<file path="config.mk">
export PLATFORM = sky130hd
export DESIGN_NAME = module_spi_reg_arbiter
export DESIGN_NICKNAME = d
export VERILOG_FILES = /design/src/rtl/module_spi_reg_arbiter.sv
export SDC_FILE = /design/constraint.sdc
export NUM_CORES = 1
export LEC_CHECK = 0
export CORE_ASPECT_RATIO = 2
export CORE_MARGIN = 5
export CORE_UTILIZATION = 41
export CTS_BUF_LIST = sky130_fd_sc_hd__clkbuf_4 sky130_fd_sc_hd__clkbuf_8
export CTS_CLUSTER_DIAMETER = 80
export CTS_CLUSTER_SIZE = 8
export DETAILED_ROUTE_END_ITERATION = 7
export PLACE_DENSITY = 0.93
export RECOVER_POWER = 100
export SLEW_MARGIN = 30
export SYNTH_ARGS = -nofsm -noshare
export SYNTH_HDL_FRONTEND = slang
export SYNTH_SLANG_ARGS = --single-unit
</file>
<file path="constraint.sdc">
create_clock -name clk_i -period 2.03 [get_ports clk_i]
set_input_delay 0.3045 -clock clk_i [delete_from_list [all_inputs] [get_ports clk_i]]
set_output_delay 0.3045 -clock clk_i [all_outputs]
set_load 0.05 [all_outputs]
</file>
<file path="src/rtl/module_spi_reg_arbiter.sv">
// Two-requester round-robin sequencer for the SPI register bank: writes the data word,
// writes the control word with send set, polls for send=0, then returns the RX word.
module module_spi_reg_arbiter #(
  parameter int DATA_W      = 32,
  parameter int TIMEOUT_CYC = 1024
) (
  input  logic              clk_i,
  input  logic              rst_n_i,
  input  logic              req_a_i,
  input  logic [DATA_W-1:0] ctrl_a_i,
  input  logic [DATA_W-1:0] data_a_i,
  output logic              gnt_a_o,
  output logic              done_a_o,
  input  logic              req_b_i,
  input  logic [DATA_W-1:0] ctrl_b_i,
  input  logic [DATA_W-1:0] data_b_i,
  output logic              gnt_b_o,
  output logic              done_b_o,
  input  logic [DATA_W-1:0] ctrl_rd_i,
  input  logic [DATA_W-1:0] data_rd_i,
  output logic              wr_o,
  output logic              reg_sel_o,
  output logic [DATA_W-1:0] wr_data_o,
  output logic [DATA_W-1:0] rx_data_o,
  output logic              err_o,
  output logic              busy_o,
  output logic [2:0]        dbg_state_o
);

  // Handshake: req_x_i is a level sampled only in IDLE; gnt_x_o pulses one cycle once the
  // requester's ctrl/data words are captured (req may drop from then on); done_x_o pulses
  // one cycle with rx_data_o and err_o valid. Req activity outside IDLE is ignored.

  typedef enum logic [2:0] {
    ST_IDLE      = 3'd0,
    ST_WR_DATA   = 3'd1,
    ST_WR_CTRL   = 3'd2,
    ST_SETTLE    = 3'd3,
    ST_WAIT_DONE = 3'd4,
    ST_RESP      = 3'd5
  } state_e;

  localparam int CNT_W = (TIMEOUT_CYC > 1) ? $clog2(TIMEOUT_CYC) : 1;
  localparam logic [CNT_W-1:0] CNT_LAST = CNT_W'((TIMEOUT_CYC > 0) ? TIMEOUT_CYC - 1 : 0);
  localparam logic TO_EN = (TIMEOUT_CYC != 0);
  localparam logic [DATA_W-1:0] SEND_BIT = DATA_W'(1);

  state_e            state_q, state_d;
  logic              owner_q, owner_d;        // 0 = A, 1 = B
  logic              last_q, last_d;          // requester granted most recently
  logic [DATA_W-1:0] ctrl_lat_q, ctrl_lat_d;
  logic [DATA_W-1:0] data_lat_q, data_lat_d;
  logic [CNT_W-1:0]  cnt_q, cnt_d;
  logic              to_hit;
  logic              pick;

  logic              wr_q, wr_d;
  logic              reg_sel_q, reg_sel_d;
  logic [DATA_W-1:0] wr_data_q, wr_data_d;
  logic [DATA_W-1:0] rx_data_q, rx_data_d;
  logic              gnt_a_q, gnt_a_d;
  logic              gnt_b_q, gnt_b_d;
  logic              done_a_q, done_a_d;
  logic              done_b_q, done_b_d;
  logic              err_q, err_d;
  logic              busy_q, busy_d;

  logic              unused_ctrl_rd;
  assign unused_ctrl_rd = ^ctrl_rd_i[DATA_W-1:1];

  // Both requesting: serve the one not granted last; otherwise the sole requester.
  assign pick = (req_a_i && req_b_i) ? ~last_q : req_b_i;

  always_comb begin
    state_d    = state_q;
    owner_d    = owner_q;
    last_d     = last_q;
    ctrl_lat_d = ctrl_lat_q;
    data_lat_d = data_lat_q;
    cnt_d      = cnt_q;
    to_hit     = 1'b0;

    unique case (state_q)
      ST_IDLE: begin
        if (req_a_i || req_b_i) begin
          owner_d    = pick;
          last_d     = pick;
          ctrl_lat_d = pick ? ctrl_b_i : ctrl_a_i;
          data_lat_d = pick ? data_b_i : data_a_i;
          state_d    = ST_WR_DATA;
        end
      end
      ST_WR_DATA: state_d = ST_WR_CTRL;
      ST_WR_CTRL: state_d = ST_SETTLE;
      ST_SETTLE: begin
        cnt_d   = '0;
        state_d = ST_WAIT_DONE;
      end
      ST_WAIT_DONE: begin
        if (!ctrl_rd_i[0]) begin
          state_d = ST_RESP;
        end else if (TO_EN && (cnt_q == CNT_LAST)) begin
          to_hit  = 1'b1;
          state_d = ST_RESP;
        end else begin
          cnt_d = cnt_q + CNT_W'(1);
        end
      end
      ST_RESP: state_d = ST_IDLE;
      default: state_d = ST_IDLE;
    endcase
  end

  // Outputs are decoded from the next state so every port comes straight from a flop.
  always_comb begin
    wr_d      = (state_d == ST_WR_DATA) || (state_d == ST_WR_CTRL);
    reg_sel_d = (state_d == ST_WR_DATA);
    wr_data_d = '0;
    if (state_d == ST_WR_DATA) begin
      wr_data_d = data_lat_d;
    end else if (state_d == ST_WR_CTRL) begin
      wr_data_d = ctrl_lat_q | SEND_BIT;
    end
    gnt_a_d   = (state_d == ST_WR_DATA) && !owner_d;
    gnt_b_d   = (state_d == ST_WR_DATA) &&  owner_d;
    done_a_d  = (state_d == ST_RESP) && !owner_d;
    done_b_d  = (state_d == ST_RESP) &&  owner_d;
    err_d     = (state_d == ST_RESP) && to_hit;
    busy_d    = (state_d != ST_IDLE);
    rx_data_d = (state_d == ST_RESP) ? data_rd_i : rx_data_q;
  end

  always_ff @(posedge clk_i or negedge rst_n_i) begin
    if (!rst_n_i) begin
      state_q    <= ST_IDLE;
      owner_q    <= 1'b0;
      last_q     <= 1'b1;
      ctrl_lat_q <= '0;
      data_lat_q <= '0;
      cnt_q      <= '0;
      wr_q       <= 1'b0;
      reg_sel_q  <= 1'b0;
      wr_data_q  <= '0;
      rx_data_q  <= '0;
      gnt_a_q    <= 1'b0;
      gnt_b_q    <= 1'b0;
      done_a_q   <= 1'b0;
      done_b_q   <= 1'b0;
      err_q      <= 1'b0;
      busy_q     <= 1'b0;
    end else begin
      state_q    <= state_d;
      owner_q    <= owner_d;
      last_q     <= last_d;
      ctrl_lat_q <= ctrl_lat_d;
      data_lat_q <= data_lat_d;
      cnt_q      <= cnt_d;
      wr_q       <= wr_d;
      reg_sel_q  <= reg_sel_d;
      wr_data_q  <= wr_data_d;
      rx_data_q  <= rx_data_d;
      gnt_a_q    <= gnt_a_d;
      gnt_b_q    <= gnt_b_d;
      done_a_q   <= done_a_d;
      done_b_q   <= done_b_d;
      err_q      <= err_d;
      busy_q     <= busy_d;
    end
  end

  assign wr_o        = wr_q;
  assign reg_sel_o   = reg_sel_q;
  assign wr_data_o   = wr_data_q;
  assign rx_data_o   = rx_data_q;
  assign gnt_a_o     = gnt_a_q;
  assign gnt_b_o     = gnt_b_q;
  assign done_a_o    = done_a_q;
  assign done_b_o    = done_b_q;
  assign err_o       = err_q;
  assign busy_o      = busy_q;
  assign dbg_state_o = state_q;

endmodule

</file>
==> results of run 1 <==
-- cell type report --
| type | instances | area [um2] |
|---|---|---|
| flip-flops and latches | 118 | 2960 |
| multi-input cells | 297 | 2140 |
| clock buffers | 18 | 241 |
| inverters | 4 | 15.0 |
| fillers | 935 | 4280 |
| clock inverters | 14 | 141 |
| repair buffers | 264 | 2600 |
| well taps | 150 | 188 |
-- report_power, final --
part / internal [mW] / total, mW / switching [mW] / leakage, nW
clock: 1.02 / 2.04 / 1.02 / 0.195
combinational: 2.30 / 6.40 / 4.10 / 2.27
sequential: 3.38 / 3.84 / 0.463 / 1.50
-- layout by cell type (no fill, tap or decap), types with 5 or more instances in the layout --
master / count
clkdlybuf4s50_1: 197
dfrtp_1: 114
mux2i_1: 64
nand2_1: 39
dlygate4sd3_1: 37
nor2_1: 36
o21ai_0: 35
a21o_1: 33
mux2_2: 32
clkbuf_8: 17
buf_4: 12
a21oi_1: 7
inv_6: 7
nand3_1: 6
clkbuf_1: 5
-- per-layer routing --
| metal | up-vias | wire length, um |
|---|---|---|
| met5 | - | 0 |
| met4 | 0 | 437 |
| met3 | 34 | 1080 |
| met2 | 213 | 8440 |
| met1 | 2112 | 5120 |
| li1 | 2084 | - |
-- per-stage QoR --
step	area, um2	setup WS [ns]	utilization	instances
2_1_floorplan	5240	0.0440	-	448
3_3_place_gp	7950	0.0938	0.633	831
3_5_place_dp	7950	0.0260	0.633	831
4_1_cts	8340	0.00514	0.664	864
5_1_grt	8280	0.0217	0.659	865
6_report	8280	0.0714	0.659	865
-- final timing paths --
kind | slack [ns] | end
max | 0.07 | wr_data_o[24]
min | 0.47 | rx_data_o[10]
max reg2reg | 0.14 | rx_data_o[24]
min reg2reg | 0.48 | wr_data_o[1]
max in group asynchronous | 0.45 | dbg_state_o[2]
min in group clk_i | 0.48 | wr_data_o[1]
-- state kept, by name (all words and copies together) (netlist names) --
register     cells
reg_sel_o        1
rx_data_o       32
last_q           1
done_b_o         1
busy_o           1
wr_o             1
gnt_a_o          1
dbg_state_o      3
owner_q          1
err_o            1
ctrl_lat_q      31
cnt_q           10
gnt_b_o          1
done_a_o         1
wr_data_o       32
-- what timing repair did --
action                                  CTS  global route
endpoints found under the hold margin    25             0
resized for setup                         3             2
pin swaps                                 0             1
hold buffers                              1             0
endpoints found under the setup margin    3            37
buffers inserted                          0             1
-- logic make-up after synthesis --
| family | Yosys count | synth area share |
|---|---|---|
| adders and majority gates | 1 | 0.00239 |
| xor gates and xnor gates | 1 | 0.00167 |
| muxes | 96 | 0.191 |
| buffers and inverters | 33 | 0.0287 |
| and+or+nand+nor | 108 | 0.100 |
| DFF | 118 | 0.564 |
| AOI/OAI and AO/OA | 91 | 0.112 |
==> impl_metrics.py, run 1 <==
metrics = {
    "job": {
        "maxCapViolations": 0,
    },
    "global_routing": {
        "grt_pass1_wl_mm": 24.3,
        "track_usage": 0.199,
        "grt_start_max_net_pins": 96,
        "grt_pass1_vias": 4945,
        "grt-ovfl-total": 0,
        "use_met2": 0.371,
        "grt_util_met3": 0.0628,
        "antenna_found_initial": 0,
        "top_usage_layer": "met2",
        "met1_usage": 0.205,
    },
    "logic_synthesis": {
        "postSynthCellCount": 448,
        "synth_most_common_cell": "dfrtp_1",
        "synth.area.top_cells": "dfrtp_1, mux2i_1, mux2_2, a21o_1, o21ai_0",
        "synth_ff_type": "dfrtp_1",
        "ys_seq_elements": 118,
        "syn_area_per_cell_um2": 11.7,
        "ys.warnings.count": 0,
        "synth.net_count": 645,
        "synth_largest_area_cell": "dfrtp_1",
        "ys_async_sr_fraction": 1.00,
        "synth_area_mm2": 0.00524,
        "ys_seq_area_frac": 0.564,
        "synth_common_cells": "dfrtp_1, mux2i_1, nand2_1, nor2_1, o21ai_0",
        "ys_types": 45,
        "synth_top_cell_area_share": 0.559,
        "synth_edf_count": 0,
    },
    "drt": {
        "first_pass_iters": 4,
        "drc": 0,
        "ant_nets": 0,
        "dr_total_vias": 4443,
        "avgViaCountPerCell": 5.14,
        "avgRoutedWirePerCell_um": 17.4,
        "drt-initial-drc-count": 134,
        "wl_mm": 15.1,
    },
    "clocking": {
        "htree_levels": 4,
        "cts.sinks": 118,
        "cts_buffers": 17,
        "cts_buffer_depth": 2,
        "clkLatencyLatePin_ns": 0.42,
        "cts_tree": "yes",
        "clk_pin_slew_worst_paths_ns": 0.08,
        "root_buffer": "clkbuf_8",
    },
    "setup_path": {
        "critPathLaunchType": "flop",
        "end_kind": "output pin",
        "startpoint": "wr_data_o[24]",
        "worstPathArrival_ns": 1.65,
        "critPathKind": "flop to output pin",
        "worst-path-stages": 1,
        "path_cells": "dlygate4sd3_1",
        "worstPathRequired_ns": 1.73,
        "worstReg2RegStart": "cnt_q[0]",
        "cp_slowest_cell": "dlygate4sd3_1",
        "rr_worst_depth": 6,
        "cp_max_fo": 1,
        "max_stage_delay_ns": 0.90,
        "path_buf_inv": 1,
        "cp_top_family": "buffers and inverters",
    },
    "die": {
        "core-area_mm2": 0.0126,
        "die_x_um": 89.9,
        "fp-row-count": 58,
        "fp.dieH_um": 170,
        "dieArea_mm2": 0.0153,
        "start_util": 0.417,
        "io_pins": 271,
    },
    "sta": {
        "fin_worst_skew_ns": 0.0128,
        "maxSlewViolCount": 0,
        "final-hold-violation-count": 0,
        "timing.setup.tns_ns": 0,
        "rsz0062_at_grt": "no",
        "worst_pin_slew_ns": 0.703,
        "relSlewSlack": 0.532,
        "whs_ns": 0.465,
        "period_share": 0.965,
        "max_freq_mhz": 511,
        "min_period_ns": 1.96,
        "setup_violations": 0,
    },
    "cells_and_area": {
        "fin_nets": 899,
        "area_growth_syn_to_layout_pct": 58.1,
        "diodes": 0,
        "drive_above_1_share": 0.140,
    },
    "status": {
        "status": "complete, no violations",
    },
    "placement": {
        "hpwlAfterDp_mm": 11.9,
        "place.gp.congestion": 0.837,
        "portBuffers": 237,
    },
    "worst_hold_path": {
        "hp-class": "primary input to async pin",
    },
    "power_and_ir_drop": {
        "peakVddDrop_mv": 1.30,
        "finalPower_mw": 12.3,
        "power.leakage_nw": 3.97,
        "power_density_mw_per_mm2": 1480,
    },
}
(Power assumes the default switching activity.)
==> run 2, diff against run 1 <==
Settings changed: CORE_UTILIZATION 41 to 45, DONT_BUFFER_PORTS from default to 1, PLACE_DENSITY 0.93 to 0.7.
==> run 2 against run 1 <==
The run now ends with negative hold slack left. First-iteration DRC count decreased by 31%. Clock skew about the same. Total power decreased by 12%. Setup slack improved by 0.038 ns. Sequential share of layout area increased by 14 points. Critical path type is now flop to flop. Largest cell class unchanged.
==> impl_metrics.py, run 2 (synthesis gave the netlist of run 1 again) <==
metrics = {
    "sta": {
        "rsz0062_at_grt": "no",
        "fin_worst_skew_ns": 0.0130,
        "whs_ns": -0.426,
        "period_share": 0.946,
        "worst_pin_slew_ns": 0.613,
        "final-hold-violation-count": 118,
        "timing.setup.tns_ns": 0,
        "setup_violations": 0,
        "maxSlewViolCount": 0,
        "relSlewSlack": 0.593,
        "max_freq_mhz": 521,
        "fin_ws_ns": 0.109,
        "min_period_ns": 1.92,
    },
    "power_and_ir_drop": {
        "intPower_mw": 5.60,
        "peakVddDrop_mv": 0.874,
        "power_density_mw_per_mm2": 1830,
        "p_comb_frac": 0.202,
        "p_seq_frac": 0.590,
        "power.leakage_nw": 2.97,
        "switching_share": 0.483,
        "p_switching_mw": 5.23,
        "clkPwrFrac": 0.208,
    },
    "clocking": {
        "cts.sinks": 118,
        "root_buffer": "clkbuf_8",
        "cts_hold_buffers": 5,
        "post-cts-setup-buffers": 0,
        "clkLatencyLatePin_ns": 0.41,
        "cts_buffers": 17,
        "cts_tree": "yes",
        "htree_levels": 4,
        "clk_pin_slew_worst_paths_ns": 0.08,
        "cts_buffer_depth": 2,
        "cts_resized": 0,
    },
    "die": {
        "dieArea_mm2": 0.0140,
        "die_x_um": 86.3,
        "io_pins": 271,
        "fp-row-count": 55,
        "start_util": 0.461,
        "core-area_mm2": 0.0114,
        "fp.dieH_um": 163,
    },
    "placement": {
        "post-place-ws_ns": 0.144,
        "place.gp.congestion": 0.784,
        "place_area_mm2": 0.00548,
        "hpwlAfterDp_mm": 8.46,
        "portBuffers": 0,
    },
    "setup_path": {
        "worstPathArrival_ns": 2.28,
        "worstPathRequired_ns": 2.39,
        "max_stage_delay_ns": 0.61,
        "cp_top_family": "simple AND/OR/NAND/NOR gates",
        "critPathLaunchType": "flop",
        "startpoint": "dbg_state_o[0]",
        "cp_max_fo": 11,
        "path_buf_inv": 0,
        "cp_slowest_cell": "or4_1",
        "rr_worst_depth": 4,
        "worst-path-stages": 4,
        "r2r-end": "cnt_q[2]",
        "end_kind": "flop",
        "worstReg2RegStart": "dbg_state_o[0]",
        "rrSetupSlack_ns": 0.11,
        "critPathKind": "flop to flop",
        "path_cells": "or3b_4 > or4_1 > a31oi_1 > a41o_1",
        "cp-endpoint": "cnt_q[2]",
    },
    "cells_and_area": {
        "final_cell_mix": "dfrtp_1, mux2i_1, nand2_1",
        "final_common_cell": "dfrtp_1",
        "diodes": 0,
        "nFillCells": 1019,
        "multi_input_area_mm2": 0.00216,
        "fin_nets": 654,
        "area_growth_syn_to_layout_pct": 12.9,
        "regArea_mm2": 0.00296,
        "drive_above_1_share": 0.187,
        "fin_area_mm2": 0.00591,
    },
    "worst_hold_path": {
        "hp-class": "primary input to async pin",
    },
    "global_routing": {
        "grt-ovfl-total": 0,
        "antenna_found_initial": 0,
        "met1_usage": 0.188,
        "use_met2": 0.278,
        "top_usage_layer": "met2",
        "grt_pass1_wl_mm": 18.0,
        "grt_pass1_vias": 3631,
        "grt_start_max_net_pins": 119,
        "grt_util_met3": 0.0547,
        "track_usage": 0.163,
    },
    "drt": {
        "first_pass_iters": 4,
        "drc": 0,
        "drt-initial-drc-count": 92,
        "dr_total_vias": 3374,
        "avgRoutedWirePerCell_um": 19.0,
        "wl_mm": 11.6,
        "avgViaCountPerCell": 5.51,
        "ant_nets": 0,
    },
    "status": {
        "violations": "negative hold slack",
        "status": "complete, but fails checks",
    },
    "job": {
        "maxCapViolations": 0,
    },
}
-- run 2: power by group through the flow --
stage,registers (mW),logic (mW),clock network [mW]
after CTS,6.42,2.32,2.33
after global routing,6.52,2.47,2.43
after global placement,6.42,2.22,0
final,6.39,2.19,2.25
after detailed placement,6.46,2.30,0
after floorplan,6.24,1.76,0
-- run 2: worst min-delay path by stage --
stage             from             to  slack, ns  depth (start not counted)
2_1_floorplan  rst_n_i         busy_o      0.009                          0
3_5_place_dp   rst_n_i   rx_data_o[3]       0.01                          0
5_1_grt        rst_n_i  rx_data_o[13]      -0.47                          0
4_1_cts        rst_n_i   rx_data_o[3]      -0.46                          0
3_3_place_gp   rst_n_i  rx_data_o[10]       0.01                          0
6_report       rst_n_i   rx_data_o[4]      -0.43                          0
-- run 2: final cells by class --
type                       instances  area share
timing repair buffer              19      0.0307
multi-input combinational        297       0.365
tap                              142      0.0300
clock buffer                      17      0.0396
clock inverter                    15      0.0326
sequential                       118       0.500
inverter                           4     0.00254
-- run 2: stage by stage --
stage          utilization  hold slack (ns)  std cells  total power [mW]
2_1_floorplan            -          0.00891        448              8.01
3_3_place_gp         0.482           0.0115        575              8.65
3_5_place_dp         0.482           0.0121        575              8.76
4_1_cts              0.524           -0.462        612              11.1
5_1_grt              0.521           -0.468        612              11.4
6_report             0.521           -0.426        612              10.8
-- run 2: worst reg2reg max path: cells and delay by family (launching register included) --
kind	cells	cell delay, ns
and+or+nand+nor	2	1.06
DFF	1	0.50
AOI/OAI and AO/OA	2	0.31
-- run 2: metal layers --
metal	vias up	share of wire
met5	-	0
met2	164	0.51
met1	1607	0.39
li1	1595	-
met4	0	0.013
met3	8	0.086
==> run 3, diff against run 2 <==
Settings changed: CTS_BUF_LIST sky130_fd_sc_hd__clkbuf_4 sky130_fd_sc_hd__clkbuf_8 to sky130_fd_sc_hd__clkbuf_16, SKIP_LAST_GASP from default to 1.
Clock period 2.03 ns to 2.1 ns, I/O delays scaled along.
==> run 3 against run 2 <==
The flow still finishes with violations (negative hold slack). Count of clock-buffer cells in the layout unchanged. Register-to-register slack better by 0.04 ns. Critical path type unchanged. Setup slack better by 0.040 ns. Largest power group unchanged. Combinational power about the same. Flip-flop and latch count unchanged.
==> impl_metrics.py, run 3 (synthesis gave the netlist of run 1 again) <==
metrics = {
    "global_routing": {
        "grt-ovfl-total": 0,
        "grt_pass1_wl_mm": 18.6,
        "grt_pass1_vias": 3726,
        "track_usage": 0.170,
        "grt_start_max_net_pins": 119,
        "antenna_found_initial": 0,
    },
    "clocking": {
        "root_buffer": "clkbuf_16",
        "post-cts-setup-buffers": 0,
        "cts_buffer_depth": 2,
        "cts_buffers": 17,
        "htree_levels": 4,
        "clkLatencyLatePin_ns": 0.40,
        "cts_tree": "yes",
        "clk_pin_slew_worst_paths_ns": 0.06,
        "cts.sinks": 118,
    },
    "power_and_ir_drop": {
        "switching_share": 0.468,
        "p_switching_mw": 5.20,
        "peakVddDrop_mv": 0.999,
        "p_seq_frac": 0.557,
        "finalPower_mw": 11.1,
        "p_comb_frac": 0.197,
        "power.leakage_nw": 3.02,
        "intPower_mw": 5.90,
        "clkPwrFrac": 0.247,
        "power_density_mw_per_mm2": 1850,
    },
    "sta": {
        "period_share": 0.929,
        "setup_violations": 0,
        "min_period_ns": 1.95,
        "rsz0062_at_grt": "no",
        "fin_worst_skew_ns": 0.00978,
        "timing.setup.tns_ns": 0,
        "worst_pin_slew_ns": 0.647,
        "final-hold-violation-count": 118,
        "max_freq_mhz": 513,
        "relSlewSlack": 0.568,
        "maxSlewViolCount": 0,
        "whs_ns": -0.391,
        "fin_ws_ns": 0.149,
    },
    "placement": {
        "portBuffers": 0,
        "hpwlAfterDp_mm": 8.68,
        "post-place-ws_ns": 0.203,
        "place.gp.congestion": 0.783,
    },
    "drt": {
        "drc": 0,
        "route.met3.wl_mm": 1.07,
        "avgViaCountPerCell": 5.60,
        "drt-initial-drc-count": 84,
        "ant_nets": 0,
        "m1WireLength_mm": 4.37,
        "maxUsedRoutingLayer": "met4",
        "first_pass_iters": 5,
        "dr_total_vias": 3403,
        "wl_met2_mm": 6.24,
        "avgRoutedWirePerCell_um": 19.4,
        "wl_mm": 11.8,
    },
    "status": {
        "status": "complete, but fails checks",
        "violations": "negative hold slack",
    },
    "setup_path": {
        "rr_worst_depth": 6,
        "worstPathArrival_ns": 2.23,
        "cp_max_fo": 33,
        "worst-path-stages": 6,
        "startpoint": "cnt_q[0]",
        "cp-endpoint": "rx_data_o[19]",
        "path_cells": "ha_1 > nand3_1 > o31ai_1 > nand2_1 > clkbuf_4 > mux2_2",
        "worstPathRequired_ns": 2.38,
        "rrSetupSlack_ns": 0.15,
        "path_buf_inv": 1,
        "max_stage_delay_ns": 0.42,
        "worstReg2RegStart": "cnt_q[0]",
        "r2r-end": "rx_data_o[19]",
        "end_kind": "flop",
        "cp_top_family": "flip-flops",
        "critPathLaunchType": "flop",
        "cp_slowest_cell": "dfrtp_1",
        "critPathKind": "flop to flop",
    },
    "die": {
        "io_pins": 271,
        "die_x_um": 86.3,
        "fp.dieH_um": 163,
        "dieArea_mm2": 0.0140,
        "core-area_mm2": 0.0114,
        "start_util": 0.461,
        "fp-row-count": 55,
    },
    "job": {
        "maxCapViolations": 0,
    },
    "cells_and_area": {
        "final_common_cell": "dfrtp_1",
        "nFillCells": 998,
        "drive_above_1_share": 0.187,
        "diodes": 0,
        "fin_nets": 650,
        "area_growth_syn_to_layout_pct": 14.7,
        "final_cell_mix": "dfrtp_1, mux2i_1, nand2_1",
        "fin_util": 0.529,
    },
    "worst_hold_path": {
        "hp-class": "primary input to async pin",
    },
}
[run 3: power by group through the flow]
stage | Clock, mW | Sequential (mW) | Combinational [mW]
after floorplan | 0 | 6.03 | 1.70
after global placement | 0 | 6.21 | 2.17
after detailed placement | 0 | 6.24 | 2.25
after CTS | 2.80 | 6.21 | 2.26
after global routing | 2.91 | 6.30 | 2.45
final | 2.74 | 6.18 | 2.18
[run 3: worst register-to-register path: stages (launching register included)]
cell	delay [ns]
dfrtp_1	0.42
ha_1	0.25
nand3_1	0.13
o31ai_1	0.26
nand2_1	0.08
clkbuf_4	0.32
mux2_2	0.37
[run 3: area by class of cell]
cell class,count,area [um2],share of cell area
well taps,142,178,0.0296
multi-input cells,297,2160,0.359
clock buffers,17,425,0.0708
clock inverters,15,144,0.0239
repair buffers,15,135,0.0225
flip-flops and latches,118,2960,0.492
inverters,4,15.0,0.00250
[run 3: repair_timing]
action                                 CTS  global route
resized for setup                        0             0
setup endpoints to repair                0             0
endpoints found under the hold margin  118           118
[run 3: worst min-delay path by stage]
stage / cells past startpoint / end
finish: 0 / rx_data_o[28]
global route: 0 / rx_data_o[17]
CTS: 0 / rx_data_o[20]
detailed placement: 0 / rx_data_o[20]
global placement: 0 / rx_data_o[20]
floorplan: 0 / busy_o
[run 3: metrics by stage]
step                cells  cell area (um2)  hold slack [ns]
finish                608             6010           -0.391
global route          608             6010           -0.422
CTS                   608             6030           -0.411
detailed placement    576             5460           0.0222
global placement      576             5460           0.0222
floorplan             448             5240           0.0194
[run 3: routing by layer]
layer | global-route usage | vias to the layer above
met1 | 0.192 | 1629
li1 | - | 1591
met4 | 0.0667 | 0
met2 | 0.295 | 176
met5 | 0 | -
met3 | 0.0547 | 7
